--- src/rtl/ama_riscv_spec_tracker_pkg.sv ---
// -----------------------------------------------------------------------------
// ama_riscv_spec_tracker_pkg
// Shared definitions for the branch speculation tracker:
//   - branch_t      : branch direction encoding (B_T = taken, B_NT = not taken)
//   - spec_entry_t  : one tracked speculation {pc, pred} for the default PC width
//   - spec_state_t  : tracker occupancy state (IDLE = empty, SPEC = non-empty)
//   - pred_correct  : helper comparing a prediction with the actual outcome
// -----------------------------------------------------------------------------
package ama_riscv_spec_tracker_pkg;

  typedef enum logic {
    B_NT = 1'b0,
    B_T  = 1'b1
  } branch_t;

  localparam int unsigned SPEC_PC_W = 32;

  // Layout matches the flat {pc, pred} word stored in the circular buffer:
  // pred sits in bit 0, pc above it.
  typedef struct packed {
    logic [SPEC_PC_W-1:0] pc;
    branch_t              pred;
  } spec_entry_t;

  typedef enum logic {
    ST_IDLE = 1'b0,
    ST_SPEC = 1'b1
  } spec_state_t;

  function automatic logic pred_correct(input branch_t pred, input branch_t outcome);
    return pred == outcome;
  endfunction

endpackage

--- src/rtl/ama_riscv_circ_buf.sv ---
// -----------------------------------------------------------------------------
// ama_riscv_circ_buf
// Generic circular buffer with a combinational head read.
// Pointers carry an extra wrap bit: equal pointers mean empty, equal indices
// with differing wrap bits mean full.
// Ports:
//   clk, rst     : clock, synchronous active-high reset (clears pointers and storage)
//   i_push       : write i_data at the tail
//   i_pop        : drop the head entry
//   i_clear      : drop every entry (pointers back to 0); overrides push/pop
//   i_data       : data to push
//   o_head       : oldest entry (undefined content when empty)
//   o_full       : DEPTH entries held
//   o_empty      : no entries held
//   o_count      : occupancy, 0..DEPTH
// The owner must not push while full unless it pops in the same cycle; the
// written slot is then the one being popped, which is safe because the head
// is read combinationally before the edge.
// -----------------------------------------------------------------------------
module ama_riscv_circ_buf #(
  parameter  int unsigned DEPTH = 4,
  parameter  int unsigned W     = 33,
  localparam int unsigned AW    = $clog2(DEPTH)
) (
  input  logic          clk,
  input  logic          rst,
  input  logic          i_push,
  input  logic          i_pop,
  input  logic          i_clear,
  input  logic [W-1:0]  i_data,
  output logic [W-1:0]  o_head,
  output logic          o_full,
  output logic          o_empty,
  output logic [AW:0]   o_count
);

  logic [AW:0]    r_wr_ptr;
  logic [AW:0]    r_rd_ptr;
  logic [W-1:0]   r_mem [DEPTH];
  logic [DEPTH-1:0] w_we;
  logic [AW-1:0]  w_wr_idx;
  logic [AW-1:0]  w_rd_idx;

  assign w_wr_idx = r_wr_ptr[AW-1:0];
  assign w_rd_idx = r_rd_ptr[AW-1:0];

  // One-hot write enable per slot; a clear discards the same-cycle push.
  generate
    for (genvar gi = 0; gi < DEPTH; gi++) begin : g_we
      assign w_we[gi] = i_push && !i_clear && (w_wr_idx == AW'(gi));
    end
  endgenerate

  always_ff @(posedge clk) begin
    if (rst) begin
      for (int i = 0; i < DEPTH; i++) begin
        r_mem[i] <= '0;
      end
    end else begin
      for (int i = 0; i < DEPTH; i++) begin
        if (w_we[i]) begin
          r_mem[i] <= i_data;
        end
      end
    end
  end

  always_ff @(posedge clk) begin
    if (rst || i_clear) begin
      r_wr_ptr <= '0;
      r_rd_ptr <= '0;
    end else begin
      if (i_push) begin
        r_wr_ptr <= r_wr_ptr + 1'b1;
      end
      if (i_pop) begin
        r_rd_ptr <= r_rd_ptr + 1'b1;
      end
    end
  end

  assign o_head  = r_mem[w_rd_idx];
  assign o_empty = (r_wr_ptr == r_rd_ptr);
  assign o_full  = (w_wr_idx == w_rd_idx) && (r_wr_ptr[AW] != r_rd_ptr[AW]);
  assign o_count = r_wr_ptr - r_rd_ptr;

endmodule

--- src/rtl/ama_riscv_spec_tracker.sv ---
// -----------------------------------------------------------------------------
// ama_riscv_spec_tracker
// Tracks up to SPEC_DEPTH predicted, unresolved conditional branches in program
// order. Each execute-stage resolution is checked against the oldest entry;
// a correct prediction retires it, a wrong one flushes everything and exposes
// the checkpoint PC for the fetch redirect.
// Ports:
//   clk, rst         : clock, synchronous active-high reset (clears all state)
//   i_enter          : predicted branch in decode (not blocked by a stall)
//   i_pc_dec         : PC of the decode branch
//   i_pred_dec       : its prediction (B_T / B_NT)
//   i_resolve_valid  : branch in execute, no hazard
//   i_pc_exe         : PC of the execute instruction
//   i_resolution     : actual outcome (B_T / B_NT)
//   o_full, o_empty  : occupancy flags
//   o_count          : occupancy
//   o_bp_hit         : head resolved, prediction correct (combinational)
//   o_spec_wrong     : head resolved, prediction wrong; flush request (combinational)
//   o_pc_cp          : head PC (checkpoint), 0 when empty
//   o_hit_cnt        : saturating count of correct predictions
//   o_miss_cnt       : saturating count of mispredictions
//   o_err_overflow   : sticky; an enter was dropped because the tracker was full
// -----------------------------------------------------------------------------
module ama_riscv_spec_tracker
  import ama_riscv_spec_tracker_pkg::*;
#(
  parameter  int unsigned SPEC_DEPTH = 4,
  parameter  int unsigned PC_W       = 32,
  parameter  int unsigned CNT_W      = 32,
  localparam int unsigned CW         = $clog2(SPEC_DEPTH) + 1
) (
  input  logic             clk,
  input  logic             rst,
  input  logic             i_enter,
  input  logic [PC_W-1:0]  i_pc_dec,
  input  branch_t          i_pred_dec,
  input  logic             i_resolve_valid,
  input  logic [PC_W-1:0]  i_pc_exe,
  input  branch_t          i_resolution,
  output logic             o_full,
  output logic             o_empty,
  output logic [CW-1:0]    o_count,
  output logic             o_bp_hit,
  output logic             o_spec_wrong,
  output logic [PC_W-1:0]  o_pc_cp,
  output logic [CNT_W-1:0] o_hit_cnt,
  output logic [CNT_W-1:0] o_miss_cnt,
  output logic             o_err_overflow
);

  localparam int unsigned EW = PC_W + 1;

  spec_state_t      r_state;
  logic [CNT_W-1:0] r_hit_cnt;
  logic [CNT_W-1:0] r_miss_cnt;
  logic             r_err_overflow;

  logic [EW-1:0]    w_head;
  logic [EW-1:0]    w_push_data;
  logic [PC_W-1:0]  w_head_pc;
  branch_t          w_head_pred;
  logic             w_full;
  logic             w_empty;
  logic [CW-1:0]    w_count;
  logic             w_match;
  logic             w_hit;
  logic             w_wrong;
  logic             w_push;
  logic             w_drop;

  // Entries are stored flat as {pc, pred}, same layout as spec_entry_t.
  assign w_push_data = {i_pc_dec, i_pred_dec};
  assign w_head_pc   = w_head[EW-1:1];
  assign w_head_pred = branch_t'(w_head[0]);

  ama_riscv_circ_buf #(
    .DEPTH (SPEC_DEPTH),
    .W     (EW)
  ) u_buf (
    .clk     (clk),
    .rst     (rst),
    .i_push  (w_push),
    .i_pop   (w_hit),
    .i_clear (w_wrong),
    .i_data  (w_push_data),
    .o_head  (w_head),
    .o_full  (w_full),
    .o_empty (w_empty),
    .o_count (w_count)
  );

  // PC 0 never matches: it marks a bubble / non-branch in execute.
  assign w_match = i_resolve_valid && (r_state == ST_SPEC) && !w_empty
                   && (w_head_pc == i_pc_exe) && (i_pc_exe != '0);
  assign w_hit   = w_match && pred_correct(w_head_pred, i_resolution);
  assign w_wrong = w_match && !w_hit;

  // A flush kills the decode instruction (it is on the wrong path), so the
  // push is neither accepted nor counted as an overflow. A full tracker still
  // accepts a push when the head retires in the same cycle.
  assign w_push = i_enter && !w_wrong && (!w_full || w_hit);
  assign w_drop = i_enter && !w_wrong && w_full && !w_hit;

  // State mirrors occupancy: SPEC whenever at least one branch is in flight.
  always_ff @(posedge clk) begin
    if (rst) begin
      r_state <= ST_IDLE;
    end else begin
      case (r_state)
        ST_IDLE: begin
          if (w_push) begin
            r_state <= ST_SPEC;
          end
        end
        ST_SPEC: begin
          if (w_wrong) begin
            r_state <= ST_IDLE;
          end else if (w_hit && !w_push && (w_count == CW'(1))) begin
            r_state <= ST_IDLE;
          end
        end
        default: r_state <= ST_IDLE;
      endcase
    end
  end

  // Perf counters hold at all-ones instead of wrapping.
  always_ff @(posedge clk) begin
    if (rst) begin
      r_hit_cnt      <= '0;
      r_miss_cnt     <= '0;
      r_err_overflow <= 1'b0;
    end else begin
      if (w_hit && (r_hit_cnt != '1)) begin
        r_hit_cnt <= r_hit_cnt + 1'b1;
      end
      if (w_wrong && (r_miss_cnt != '1)) begin
        r_miss_cnt <= r_miss_cnt + 1'b1;
      end
      if (w_drop) begin
        r_err_overflow <= 1'b1;
      end
    end
  end

  assign o_full         = w_full;
  assign o_empty        = w_empty;
  assign o_count        = w_count;
  assign o_bp_hit       = w_hit;
  assign o_spec_wrong   = w_wrong;
  assign o_pc_cp        = w_empty ? '0 : w_head_pc;
  assign o_hit_cnt      = r_hit_cnt;
  assign o_miss_cnt     = r_miss_cnt;
  assign o_err_overflow = r_err_overflow;

endmodule

--- config.mk ---
export PLATFORM = sky130hd
export DESIGN_NAME = ama_riscv_spec_tracker
export DESIGN_NICKNAME = d
export VERILOG_FILES = /design/src/rtl/ama_riscv_spec_tracker_pkg.sv /design/src/rtl/ama_riscv_circ_buf.sv /design/src/rtl/ama_riscv_spec_tracker.sv
export SDC_FILE = /design/constraint.sdc
export NUM_CORES = 1
export LEC_CHECK = 0
export ABC_AREA = 0
export BUFFER_PORTS_ARGS = -buffer_cell sky130_fd_sc_hd__buf_2
export CAP_MARGIN = 5
export CELL_PAD_IN_SITES_DETAIL_PLACEMENT = 1
export CELL_PAD_IN_SITES_GLOBAL_PLACEMENT = 1
export CORE_MARGIN = 5
export CORE_UTILIZATION = 40
export DETAILED_ROUTE_END_ITERATION = 16
export MAX_ROUTING_LAYER = met4
export PLACE_DENSITY_LB_ADDON = 0.05
export SLEW_MARGIN = 20
export SYNTH_ARGS = -nofsm -noshare
export SYNTH_HDL_FRONTEND = slang
export SYNTH_SLANG_ARGS = --single-unit
--- constraint.sdc ---
create_clock -name clk -period 9.7 [get_ports clk]
set_input_delay 0.97 -clock clk [delete_from_list [all_inputs] [get_ports clk]]
set_output_delay 0.97 -clock clk [all_outputs]
set_load 0.01 [all_outputs]
==> flow_metrics.py <==
metrics = {
    "sta": {
        "skew_ps": 13.5,
        "setup_violations": 0,
        "relSlewSlack_pct": 42.1,
        "holdWs_ps": 500,
        "hold_violations": 0,
        "tightest_slew_ps": 869,
        "rsz0062_at_grt": "no",
        "drv_slew": 0,
        "tns_ps": 0,
        "fmax_mhz": 198,
        "period_minus_slack_ps": 5040,
        "setup_ws_ps": 4660,
        "post-route-period-util_pct": 52.0,
    },
    "floorplan": {
        "start_util_pct": 40.6,
        "fp.dieH_um": 173,
        "io_pins": 174,
        "dieArea_um2": 29800,
        "floorplan.rows": 59,
        "core_um2": 26100,
        "die_w_um": 173,
    },
    "placement": {
        "place.gp.congestion": 0.795,
        "place_area_um2": 11700,
        "place_ws_ps": 4860,
        "io_buffers": 173,
        "dp.cells": 1401,
        "dp_hpwl_mm": 20.3,
    },
    "flow_run": {
        "drv_cap": 0,
    },
    "grt": {
        "grt_overflow_total": 0,
        "grt_pass1_wl_mm": 48.0,
        "grt_usage_pct": 20.4,
        "grt_max_degree": 86,
        "first_global_vias": 8249,
        "antenna_found_initial": 2,
    },
    "route": {
        "wl_per_cell_um": 20.7,
        "dr.first_iter.drc_count": 379,
        "drc": 0,
        "routed_wl_mm": 30.1,
        "routed_via_density": 5.35,
        "drtAntennaViolNets": 0,
        "dr_total_vias": 7758,
        "first_pass_iters": 4,
    },
    "pwr": {
        "p_per_area_nw_per_um2": 177,
        "leakage_nw": 4.87,
        "peakVddDrop_mv": 0.120,
    },
    "clocking": {
        "cts-resized-gates": 0,
        "cts.clk_slew.worst_paths_ps": 60,
        "htreeDepth": 1,
        "cts_max_path_buffers": 3,
        "cts_setup_buffers": 0,
        "cts-root-buf": "clkbuf_16",
        "cts_tree": "built",
        "cts_hold_buffers": 0,
        "cts_sinks": 206,
        "cts_made_buffers": 25,
        "clk-insertion-delay-late_ps": 530,
    },
    "synthesis": {
        "synth_flop_cell": "edfxtp_1",
        "synth_area_um2": 10600,
        "synth_edf_count": 132,
        "yosysWarnings": 0,
        "synthCells": 928,
        "synthArstFlopShare_pct": 0,
        "yosysSeqAreaShare_pct": 51.5,
        "yosysUniqueCellTypes": 65,
        "synth-seq-cells": 206,
        "avgSynthCellArea_um2": 11.4,
        "syn-num-nets": 1008,
    },
    "setup_path": {
        "r2r_cells": 10,
        "arrival_ps": 4070,
        "crit_type": "register to output port",
        "cp.required_ps": 8730,
        "crit_path_max_fanout": 48,
        "setup.worst_path.start_class": "register",
        "crit_path_end_kind": "output port",
    },
    "finish": {
        "final_cell_area_um2": 12700,
        "area_growth_pct": 19.7,
        "n_fill_cell": 2849,
        "layout-drive-gt1-share_pct": 26.3,
        "layout.cells.non_filler": 1449,
        "nNetsFinal": 1173,
    },
    "run_status": {
        "outcome": "complete, no violations",
    },
    "min_path": {
        "hold-path-cell-count": 2,
        "hp-class": "register to register",
    },
}
per-layer routing:
layer	track usage [%]	up-vias	wire length, um
li1	-	3685	-
met1	26.5	3874	13500
met2	33.9	157	14700
met3	3.38	42	1210
met4	4.62	0	582
met5	-	-	0
report_power, final:
group	internal [mW]	switching, mW	total, mW
logic	0.0758	0.129	0.205
clock network	0.663	0.389	1.05
registers	0.976	0.0124	0.989
total	1.72	0.531	2.25
cell families after synthesis:
group	after synthesis	share of synthesized area, %
compound gates	60	4.07
buf+inv	72	3.18
xor+xnor	69	5.78
fa+ha+maj	10	1.25
simple gates	452	25.1
mux	59	9.12
flops	206	51.5
critical path, cell delays in order, from the launching register on:
cell and delay [ps]:
dfxtp_2 310, buf_4 620, mux4_2 610, xnor2_1 330, nand4_1 200, nor4_2 310, nand4_2 660, inv_2 290
buf_2 190
metrics by stage:
step	utilization (%)	power [mW]
after floorplan	-	1.12
after detailed placement	45.0	1.22
final	48.6	2.25
after global routing	48.6	2.33
after global placement	45.0	1.21
after CTS	48.6	2.27
worst paths after layout:
check	startpoint	end	slack, ps
worst max-delay path	register	o_spec_wrong	4660
worst max register to register	register	u_buf.r_mem[3][29]$_SDFFCE_PN0P_	4960
worst min-delay path	o_err_overflow$_SDFFE_PP0P_	o_err_overflow$_SDFFE_PP0P_	500
worst min register to register	o_err_overflow$_SDFFE_PP0P_	o_err_overflow$_SDFFE_PP0P_	500
flip-flops by register name, summed over array words and instances, names as in the netlist, named ones only:
name	flops
u_buf.r_mem	132
o_miss_cnt	32
r_state	1
u_buf.r_rd_ptr	3
u_buf.r_wr_ptr	3
o_hit_cnt	32
o_err_overflow	1
synth_stat cells (3+ instances only):
| library cell | n | area, um2 |
|---|---|---|
| nand2b_1 | 10 | 62.6 |
| o31ai_1 | 6 | 45.0 |
| inv_1 | 19 | 71.3 |
| xnor2_1 | 63 | 552 |
| mux4_2 | 28 | 631 |
| and3b_1 | 3 | 26.3 |
| nor2_1 | 81 | 304 |
| or4_1 | 6 | 45.0 |
| a31o_2 | 5 | 43.8 |
| nand2_1 | 26 | 97.6 |
| buf_6 | 6 | 67.6 |
| a211oi_1 | 7 | 52.6 |
| nor2b_1 | 41 | 257 |
| mux2i_1 | 14 | 140 |
| a21o_1 | 5 | 37.5 |
| mux2_1 | 10 | 113 |
| nand3_1 | 24 | 120 |
| and3_1 | 10 | 62.6 |
| edfxtp_1 | 132 | 3960 |
| and2_1 | 142 | 888 |
| a21oi_1 | 13 | 65.1 |
| or3_1 | 3 | 18.8 |
| clkbuf_1 | 29 | 109 |
| nor3_1 | 21 | 105 |
| buf_2 | 11 | 55.1 |
| nor4_2 | 7 | 87.6 |
| xor2_1 | 5 | 43.8 |
| dfxtp_1 | 74 | 1480 |
| nor4b_1 | 5 | 43.8 |
| mux2_2 | 6 | 67.6 |
| o21ai_0 | 6 | 30.0 |
| nand3b_1 | 3 | 22.5 |
| and4_1 | 7 | 61.3 |
| nor4_1 | 23 | 144 |
| ha_1 | 9 | 113 |
| nand4_1 | 28 | 175 |
cells in the final DEF (no fill, tap or decap), types with 3 or more instances in the layout:
cell type,n
buf_2,173
inv_1,19
nor4_1,22
mux4_2,28
mux2_2,6
nor2b_1,41
and2_1,142
xnor2_1,63
clkinv_2,5
and3_1,10
nor4_2,8
or3_1,3
nand2b_1,10
clkinv_1,3
o31ai_1,6
xor2_1,5
buf_4,15
mux2_1,10
nor2_1,81
a211oi_1,7
nand3b_1,3
edfxtp_1,132
dfxtp_1,72
ha_1,9
nand3_1,24
a31o_2,5
bufinv_16,7
or4_1,6
and3b_1,3
and4_1,7
o21ai_0,6
nand4_1,28
nand2_1,26
nor4b_1,5
a21o_1,5
clkbuf_16,25
a21oi_1,13
nor3_1,21
mux2i_1,14
cell type report:
| cell class | count | area (um2) | area share (%) |
|---|---|---|---|
| diodes | 2 | 5.00 | 0.0395 |
| flip-flops and latches | 206 | 5450 | 43.0 |
| clock inverters | 19 | 295 | 2.33 |
| multi-input cells | 650 | 4800 | 37.9 |
| clock buffers | 27 | 633 | 5.00 |
| well taps | 335 | 419 | 3.31 |
| inverters | 22 | 82.6 | 0.652 |
| repair buffers | 188 | 978 | 7.72 |
Power figures use the tool's default switching activity.
